**config.mk**
```make
export PLATFORM = sky130hd
export DESIGN_NAME = div_ppl_unit
export DESIGN_NICKNAME = d
export VERILOG_FILES = /design/src/rtl/div_ppl_unit.sv
export SDC_FILE = /design/constraint.sdc
export NUM_CORES = 2
export LEC_CHECK = 0
export CAP_MARGIN = 10
export CORE_MARGIN = 2
export CORE_UTILIZATION = 55
export CTS_CLUSTER_DIAMETER = 60
export CTS_CLUSTER_SIZE = 20
export DETAILED_ROUTE_END_ITERATION = 10
export GPL_ROUTABILITY_DRIVEN = 1
export PLACE_DENSITY = 0.81
export SLEW_MARGIN = 40
export SYNTH_ARGS = -nofsm -noshare
export SYNTH_HDL_FRONTEND = slang
export SYNTH_SLANG_ARGS = --single-unit
```
**constraint.sdc**
```tcl
create_clock -name clk -period 182.9 [get_ports clk]
set_input_delay 36.58 -clock clk [delete_from_list [all_inputs] [get_ports clk]]
set_output_delay 36.58 -clock clk [all_outputs]
set_load 0.05 [all_outputs]
```
**src/rtl/div_ppl_unit.sv**
```systemverilog
// div_ppl_unit: pipelined integer divider for the EX stage (DIV/DIVU/REM/REMU).
//
// A restoring divider is spread over STAGES register stages, each resolving
// XLEN/STAGES quotient bits. The first batch of iterations is done
// combinationally on the issue inputs, so a result is visible STAGES
// non-stalled edges after the issue edge (counting the issue edge itself).
//
// Ports:
//   clk, rst       clock and synchronous active-high reset
//   use_i          issue request
//   div_sign_i     1 = signed (DIV/REM), 0 = unsigned (DIVU/REMU)
//   div_result_i   0 = quotient, 1 = remainder
//   dividend       rs1 operand
//   divisor        rs2 operand
//   rd_addr_i      destination register of the presented operation
//   stall_i        freeze every pipeline register, no issue accepted
//   flush_i        kill in-flight and presented operations (beats stall_i)
//   valid_o        rd_addr/rd_data carry a completed result
//   rd_addr        destination of the completed result, 0 when idle
//   rd_data        completed result, 0 when idle
//   busy           at least one stage holds a live operation
//   rd_addr_flags  bit r set while register r is a pending destination
module div_ppl_unit #(
  parameter int XLEN   = 32,
  parameter int STAGES = 8,
  parameter int REG_AW = 5
) (
  input  logic                 clk,
  input  logic                 rst,
  input  logic                 use_i,
  input  logic                 div_sign_i,
  input  logic                 div_result_i,
  input  logic [XLEN-1:0]      dividend,
  input  logic [XLEN-1:0]      divisor,
  input  logic [REG_AW-1:0]    rd_addr_i,
  input  logic                 stall_i,
  input  logic                 flush_i,
  output logic                 valid_o,
  output logic [REG_AW-1:0]    rd_addr,
  output logic [XLEN-1:0]      rd_data,
  output logic                 busy,
  output logic [2**REG_AW-1:0] rd_addr_flags
);

  localparam int STEP = XLEN / STAGES;

  typedef struct packed {
    logic              valid;
    logic [REG_AW-1:0] rd;
    logic              res_sel;   // 1 = remainder wanted
    logic              q_neg;     // quotient must be negated at the end
    logic              r_neg;     // remainder must be negated at the end
    logic              div0;
    logic              ovf;
    logic [XLEN-1:0]   dvd;       // original dividend, returned on div0
    logic [XLEN-1:0]   dvs;       // divisor magnitude
    logic [XLEN-1:0]   rem;       // partial remainder
    logic [XLEN-1:0]   quo;       // unconsumed dividend bits / quotient bits
  } stage_t;

  // STEP restoring iterations. The dividend magnitude is shifted out of the
  // top of quo while quotient bits are shifted in at the bottom, so after
  // XLEN iterations quo holds the full quotient.
  function automatic logic [2*XLEN-1:0] div_steps(
    input logic [XLEN-1:0] rem_in,
    input logic [XLEN-1:0] quo_in,
    input logic [XLEN-1:0] dvs_in
  );
    logic [XLEN:0]   trial;
    logic [XLEN-1:0] r;
    logic [XLEN-1:0] q;
    r = rem_in;
    q = quo_in;
    for (int i = 0; i < STEP; i++) begin
      trial = {r, q[XLEN-1]};
      q     = q << 1;
      if (trial >= {1'b0, dvs_in}) begin
        trial = trial - {1'b0, dvs_in};
        q[0]  = 1'b1;
      end
      r = trial[XLEN-1:0];
    end
    return {r, q};
  endfunction

  // Issue-side decode
  logic            accept;
  logic            a_neg;
  logic            b_neg;
  logic [XLEN-1:0] a_mag;
  logic [XLEN-1:0] b_mag;
  logic            div0_in;
  logic            ovf_in;

  assign accept  = use_i & ~stall_i & ~flush_i & (rd_addr_i != '0);
  assign a_neg   = div_sign_i & dividend[XLEN-1];
  assign b_neg   = div_sign_i & divisor[XLEN-1];
  assign a_mag   = a_neg ? -dividend : dividend;
  assign b_mag   = b_neg ? -divisor : divisor;
  assign div0_in = (divisor == '0);
  assign ovf_in  = div_sign_i & (dividend == {1'b1, {(XLEN-1){1'b0}}}) & (&divisor);

  stage_t stage_reg  [STAGES];
  stage_t stage_next [STAGES];

  for (genvar gi = 0; gi < STAGES; gi++) begin : g_stage
    stage_t src_w;

    if (gi == 0) begin : g_first
      always_comb begin
        src_w         = '0;
        src_w.valid   = accept;
        src_w.rd      = rd_addr_i;
        src_w.res_sel = div_result_i;
        src_w.q_neg   = a_neg ^ b_neg;
        src_w.r_neg   = a_neg;
        src_w.div0    = div0_in;
        src_w.ovf     = ovf_in;
        src_w.dvd     = dividend;
        src_w.dvs     = b_mag;
        src_w.rem     = '0;
        src_w.quo     = a_mag;
      end
    end else begin : g_rest
      assign src_w = stage_reg[gi-1];
    end

    always_comb begin
      stage_next[gi] = src_w;
      {stage_next[gi].rem, stage_next[gi].quo} = div_steps(src_w.rem, src_w.quo, src_w.dvs);
    end

    // Only the valid bit is reset; the datapath simply follows it.
    always_ff @(posedge clk) begin
      if (rst || flush_i) begin
        stage_reg[gi].valid <= 1'b0;
      end else if (!stall_i) begin
        stage_reg[gi] <= stage_next[gi];
      end
    end
  end

  // Result formatting from the last stage
  stage_t          last_w;
  logic [XLEN-1:0] q_fin;
  logic [XLEN-1:0] r_fin;

  assign last_w = stage_reg[STAGES-1];

  always_comb begin
    q_fin = last_w.q_neg ? -last_w.quo : last_w.quo;
    r_fin = last_w.r_neg ? -last_w.rem : last_w.rem;
    if (last_w.div0) begin
      q_fin = '1;
      r_fin = last_w.dvd;
    end else if (last_w.ovf) begin
      q_fin = {1'b1, {(XLEN-1){1'b0}}};
      r_fin = '0;
    end
  end

  assign valid_o = last_w.valid;
  assign rd_addr = last_w.valid ? last_w.rd : '0;
  assign rd_data = last_w.valid ? (last_w.res_sel ? r_fin : q_fin) : '0;

  // Scoreboard: pending destinations, including the one being presented so
  // the stall controller sees a dependency in the same cycle.
  always_comb begin
    busy          = 1'b0;
    rd_addr_flags = '0;
    for (int s = 0; s < STAGES; s++) begin
      if (stage_reg[s].valid) begin
        busy                             = 1'b1;
        rd_addr_flags[stage_reg[s].rd]   = 1'b1;
      end
    end
    if (use_i && !flush_i) begin
      rd_addr_flags[rd_addr_i] = 1'b1;
    end
    rd_addr_flags[0] = 1'b0;
  end

endmodule

```
Yosys cells after proc, flatten, opt, wreduce, memory -nomap -nowiden
Memory sizes are Yosys's and may differ from the RTL's.
Index checks and enable logic that the tools add are counted.
{"block": "word_totals", "out_inout_bits": 71, "mem_bits_rw": 1112, "latchBits": 0, "mem_bits_ro": 0, "n_memories": 1, "reg_bits": 0, "input_bits": 76}
{"block": "classes", "add_sub_neg": 36, "n_mul": 0, "n_shift": 0, "order_cmp": 50, "n_eq_ne": 1, "n_reduce_logical": 15, "muxes": 123, "n_div": 0, "n_bitwise": 26}
{"memory": "stage_reg", "words": 8, "width": 139, "read_ports": 8, "rd_clocked_by_memory_dff": 0, "wr": 8, "line_no": "103", "rtl": "stage_t stage_reg [STAGES];"}
{"cell": "2-to-1 mux 32 bit", "n": 51}
{"cell": "greater-or-equal comparator 33 x 32 -> 1 bit", "n": 31}
{"cell": "subtractor 32 bit", "n": 31}
{"cell": "bitwise OR 32 bit", "n": 8}
{"cell": "negation 32 bit", "n": 4}
{"cell": "2-to-1 mux 1 bit", "n": 62}
{"cell": "< comparator 5 x 6 -> 1 bit (second input constant)", "n": 9}
{"cell": "demux 1 bit (select 5 bit)", "n": 9}
{"cell": "greater-or-equal comparator 5 x 1 -> 1 bit (second input constant)", "n": 9}
{"cell": "== test 32 bit (second input constant)", "n": 1}
{"cell": "greater-or-equal comparator 1 x 32 -> 1 bit", "n": 1}
{"cell": "zero test 32 bit", "n": 1}
{"cell": "AND reduction 32 bit", "n": 1}
{"cell": "subtractor 1 x 32 -> 32 bit", "n": 1}
{"cell": "logical AND 1 bit", "n": 10}
{"cell": "bitwise OR 1 bit", "n": 8}
{"cell": "AND 1 bit", "n": 7}
{"cell": "2-to-1 mux 5 bit", "n": 1}
{"cell": "nonzero test 5 bit", "n": 1}
{"cell": "inverter 1 bit", "n": 2}
{"cell": "zero test 1 bit", "n": 1}
{"cell": "logical OR 1 bit", "n": 1}
{"cell": "bitwise XOR 1 bit", "n": 1}

Logic depth before layout (Yosys ltp)
An unclocked memory read counts as a cell.
{"block": "depth", "depth_word": 22, "mapped_depth": 63, "depth_no_buf": 56}

Least setup slack after synthesis
OpenSTA, ideal clock, no wires.
{"block": "synth_timing", "kind": "input to register", "startpoint": "in flush_i", "endpoint": "mem stage_reg[0][277] in the netlist's numbering (data pin)", "cell_stages": 2, "setup_time_ns": 0.467, "n_path_buf": 0, "slack_ns": 68.725, "t_arrival_ns": 113.708, "required_ns": 182.433, "path_cell_list": "nor3_1 -> and2_1"}
{"element": "start, declared", "line_no": "37", "rtl": "input logic flush_i,"}
{"element": "end, declared", "line_no": "103"}

Final worst setup path
{"block": "layout_timing", "startpoint": "in flush_i", "endpoint": "out rd_addr_flags[10]"}
{"block": "layout_between", "elab_chain_cells": 3}
{"element": "zero test 1 bit", "line_no": "177", "rtl": "if (use_i && !flush_i) begin"}
{"element": "logical AND 1 bit", "line_no": "177"}
{"element": "2-to-1 mux 32 bit", "line_no": "177"}
{"element": "end, declared", "line_no": "42", "rtl": "output logic [2**REG_AW-1:0] rd_addr_flags"}
Every way passes these cells.

==> results.sh <==
export IMPL_cts_tree="done"
export IMPL_synth_nets=11840
export IMPL_reg2reg_depth=55
export IMPL_ys_warn_count=0
export IMPL_grt_pass1_vias=80940
export IMPL_cts_buffers=99
export IMPL_dieWidth_um=428.3
export IMPL_drcViolationCount=0
export IMPL_final_common_cell="edfxtp_1"
export IMPL_tns_ns=0
export IMPL_io_buffers=145
export IMPL_ys_ff_latch=1073
export IMPL_fin_skew_ns=0.03714
export IMPL_clk_insertion_delay_late_ns=0.75
export IMPL_grt_usage=0.3465
export IMPL_tightest_slew_ns=0.9503
export IMPL_routed_wl_um=330700
export IMPL_start_kind="primary input"
export IMPL_synth_area_sq_um=99040
export IMPL_dieArea_sq_um=183500
export IMPL_rr_startpoint="stage_reg[1][343]"
export IMPL_worst_slack_ns=106.87
export IMPL_coreArea_sq_um=178600
export IMPL_min_period_ns=76.03
export IMPL_largest_reg_flops=1073
export IMPL_maxSlewHeadroom=0.3619
export IMPL_wl_per_cell_um=25.03
export IMPL_crit_start="flush_i"
export IMPL_pin_count=147
export IMPL_max_freq_mhz=13.15
export IMPL_synth_distinct_cells=109
export IMPL_clk_pin_slew_ns=0.08
export IMPL_required_ns=146.32
export IMPL_grt_max_degree=144
export IMPL_ant_nets=0
export IMPL_r2r_end="stage_reg[1][476]"
export IMPL_synthFlopType="edfxtp_1"
export IMPL_ys_seq_area_frac=0.3253
export IMPL_finalSetupViolCount=0
export IMPL_path_class="primary input to primary output"
export IMPL_drive_above_1_share=0.07261
export IMPL_antenna_found_initial=29
export IMPL_grt_remaining_overflow=0
export IMPL_avgSynthCellArea_sq_um=9.227
export IMPL_gp_congestion=0.9897
export IMPL_first_iter_violations=9463
export IMPL_final_cell_mix="edfxtp_1, ha_1, a21oi_1"
export IMPL_die_height_um=428.3
export IMPL_hold_violations=0
export IMPL_start_util=0.5545
export IMPL_fin_crit_sh=0.4157
export IMPL_num_rows=155
export IMPL_ctsLongestPathBuffers=3
export IMPL_dp_hpwl_um=264800
export IMPL_firstDrtPassIters=8
export IMPL_syn_inst=10730
export IMPL_rsz0062_at_grt="no"
export IMPL_maxCapViolations=0
export IMPL_arrival_ns=39.45
export IMPL_instances_no_fill=13210
export IMPL_cts_resized=0
export IMPL_ys_async_sr_fraction=0
export IMPL_crit_path_end_kind="primary output"
export IMPL_post_cts_buffers=0
export IMPL_cts_root_buffer="clkbuf_16"
export IMPL_dp_cells=13020
export IMPL_cts_hold_buffers=0
export IMPL_nets=11880
export IMPL_crit_end="rd_addr_flags[10]"
export IMPL_slew_violations=0
export IMPL_cts_sinks=1073
export IMPL_rrSetupSlack_ns=165.73
export IMPL_grt_pass1_wl_um=493500
export IMPL_cts_max_level=3
export IMPL_place_ws_ns=106.92
export IMPL_min_path_type="flop to flop"
export IMPL_crit_fanout=8
export IMPL_outcome="completed"
export IMPL_viasPerCell=6.536
export IMPL_via_count=86350
export IMPL_areaGrowthSynthToFinish_pct=7.771
export IMPL_synth_edff_count=1073
==> layout make-up <==
type,instances,area (sq um)
diodes,18,45.04
clock buffers,102,2489
clock inverters,68,1028
fillers,15340,71880
inverters,683,2567
multi-input cells,8688,63270
flip-flops and latches,1073,32220
well taps,2355,2947
repair buffers,224,2162
==> cells by family (layout without fill, tap and decap cells) <==
logic type | count (synthesis) | count (layout) | share of synthesized area
xor+xnor | 943 | 943 | 0.08340
other cells | 1 | 19 | 0.00003786
mux | 479 | 479 | 0.05368
buf+inv | 972 | 1077 | 0.03887
fa+ha+maj | 1030 | 1030 | 0.1325
flops | 1073 | 1073 | 0.3253
compound gates | 3461 | 3461 | 0.2272
simple gates | 2774 | 2774 | 0.1390
==> worst max-delay path, stage by stage <==
cell	delay (ns)
clkdlybuf4s50_1	0.48
nor2b_1	0.33
nand3b_1	0.46
o22a_1	0.34
o21ai_0	0.08
nor3_1	0.09
o221ai_1	0.17
clkdlybuf4s50_1	0.91
==> worst min path at each step <==
stage	from	endpoint	depth (start not counted)
after floorplan	stage_reg[0][0]	stage_reg[0][143]	0
after global placement	stage_reg[0][288]	stage_reg[0][431]	0
after detailed placement	stage_reg[0][117]	stage_reg[0][256]	0
after CTS	stage_reg[0][14]	stage_reg[0][157]	0
after global routing	stage_reg[1][159]	stage_reg[1][302]	0
final	stage_reg[1][252]	stage_reg[1][391]	0
==> cells in the mapped netlist (28+ instances only) <==
cell / instances / area, sq um
o31ai_1: 68 / 510.5
a21o_1: 536 / 4024
o22a_1: 51 / 446.7
or3b_2: 28 / 245.2
o22ai_1: 111 / 694.4
nor3_1: 178 / 890.9
inv_1: 672 / 2522
nor2_1: 691 / 2594
and2_1: 93 / 581.8
edfxtp_1: 1073 / 32220
or3_1: 73 / 456.7
mux2i_1: 124 / 1241
a31o_2: 31 / 271.5
a21boi_0: 38 / 285.3
nand3_1: 217 / 1086
or2_2: 40 / 250.2
nor2b_1: 116 / 725.7
a22oi_1: 51 / 382.9
fa_1: 31 / 620.6
o21a_1: 123 / 923.4
ha_1: 999 / 12500
o21ai_0: 671 / 3358
and3_1: 110 / 688.2
xor2_1: 356 / 3118
and4_1: 32 / 280.3
nand4_1: 134 / 838.3
nand3b_1: 49 / 367.9
o211ai_1: 56 / 420.4
mux2_2: 326 / 3671
nor4_1: 88 / 550.5
xnor2_1: 587 / 5141
clkbuf_1: 180 / 675.7
o221ai_1: 53 / 464.2
o21bai_1: 138 / 1036
nand2_1: 703 / 2639
a31oi_1: 113 / 706.9
nand2b_1: 146 / 913.4
a211oi_1: 94 / 705.7
or4_1: 30 / 225.2
a21oi_1: 963 / 4820
buf_2: 53 / 265.3
a221o_1: 78 / 780.8
buf_1: 33 / 123.9
==> through the flow <==
| stage | hold slack (ns) | utilization | cell area, sq um |
|---|---|---|---|
| after floorplan | 0.4003 | - | 99040 |
| after global placement | 0.4001 | 0.5758 | 102900 |
| after detailed placement | 0.4045 | 0.5771 | 103100 |
| after CTS | 0.4099 | 0.5968 | 106600 |
| after global routing | 0.4200 | 0.5975 | 106700 |
| final | 0.4142 | 0.5976 | 106700 |
==> layer usage <==
layer,track usage,part of all wire
met5,0,0.00011
met3,0.04224,0.072
met2,0.5549,0.45
met1,0.4734,0.43
met4,0.1468,0.047
Power is not shown: default switching activity piles up to over one toggle a cycle in this logic, so the estimate is an artifact.
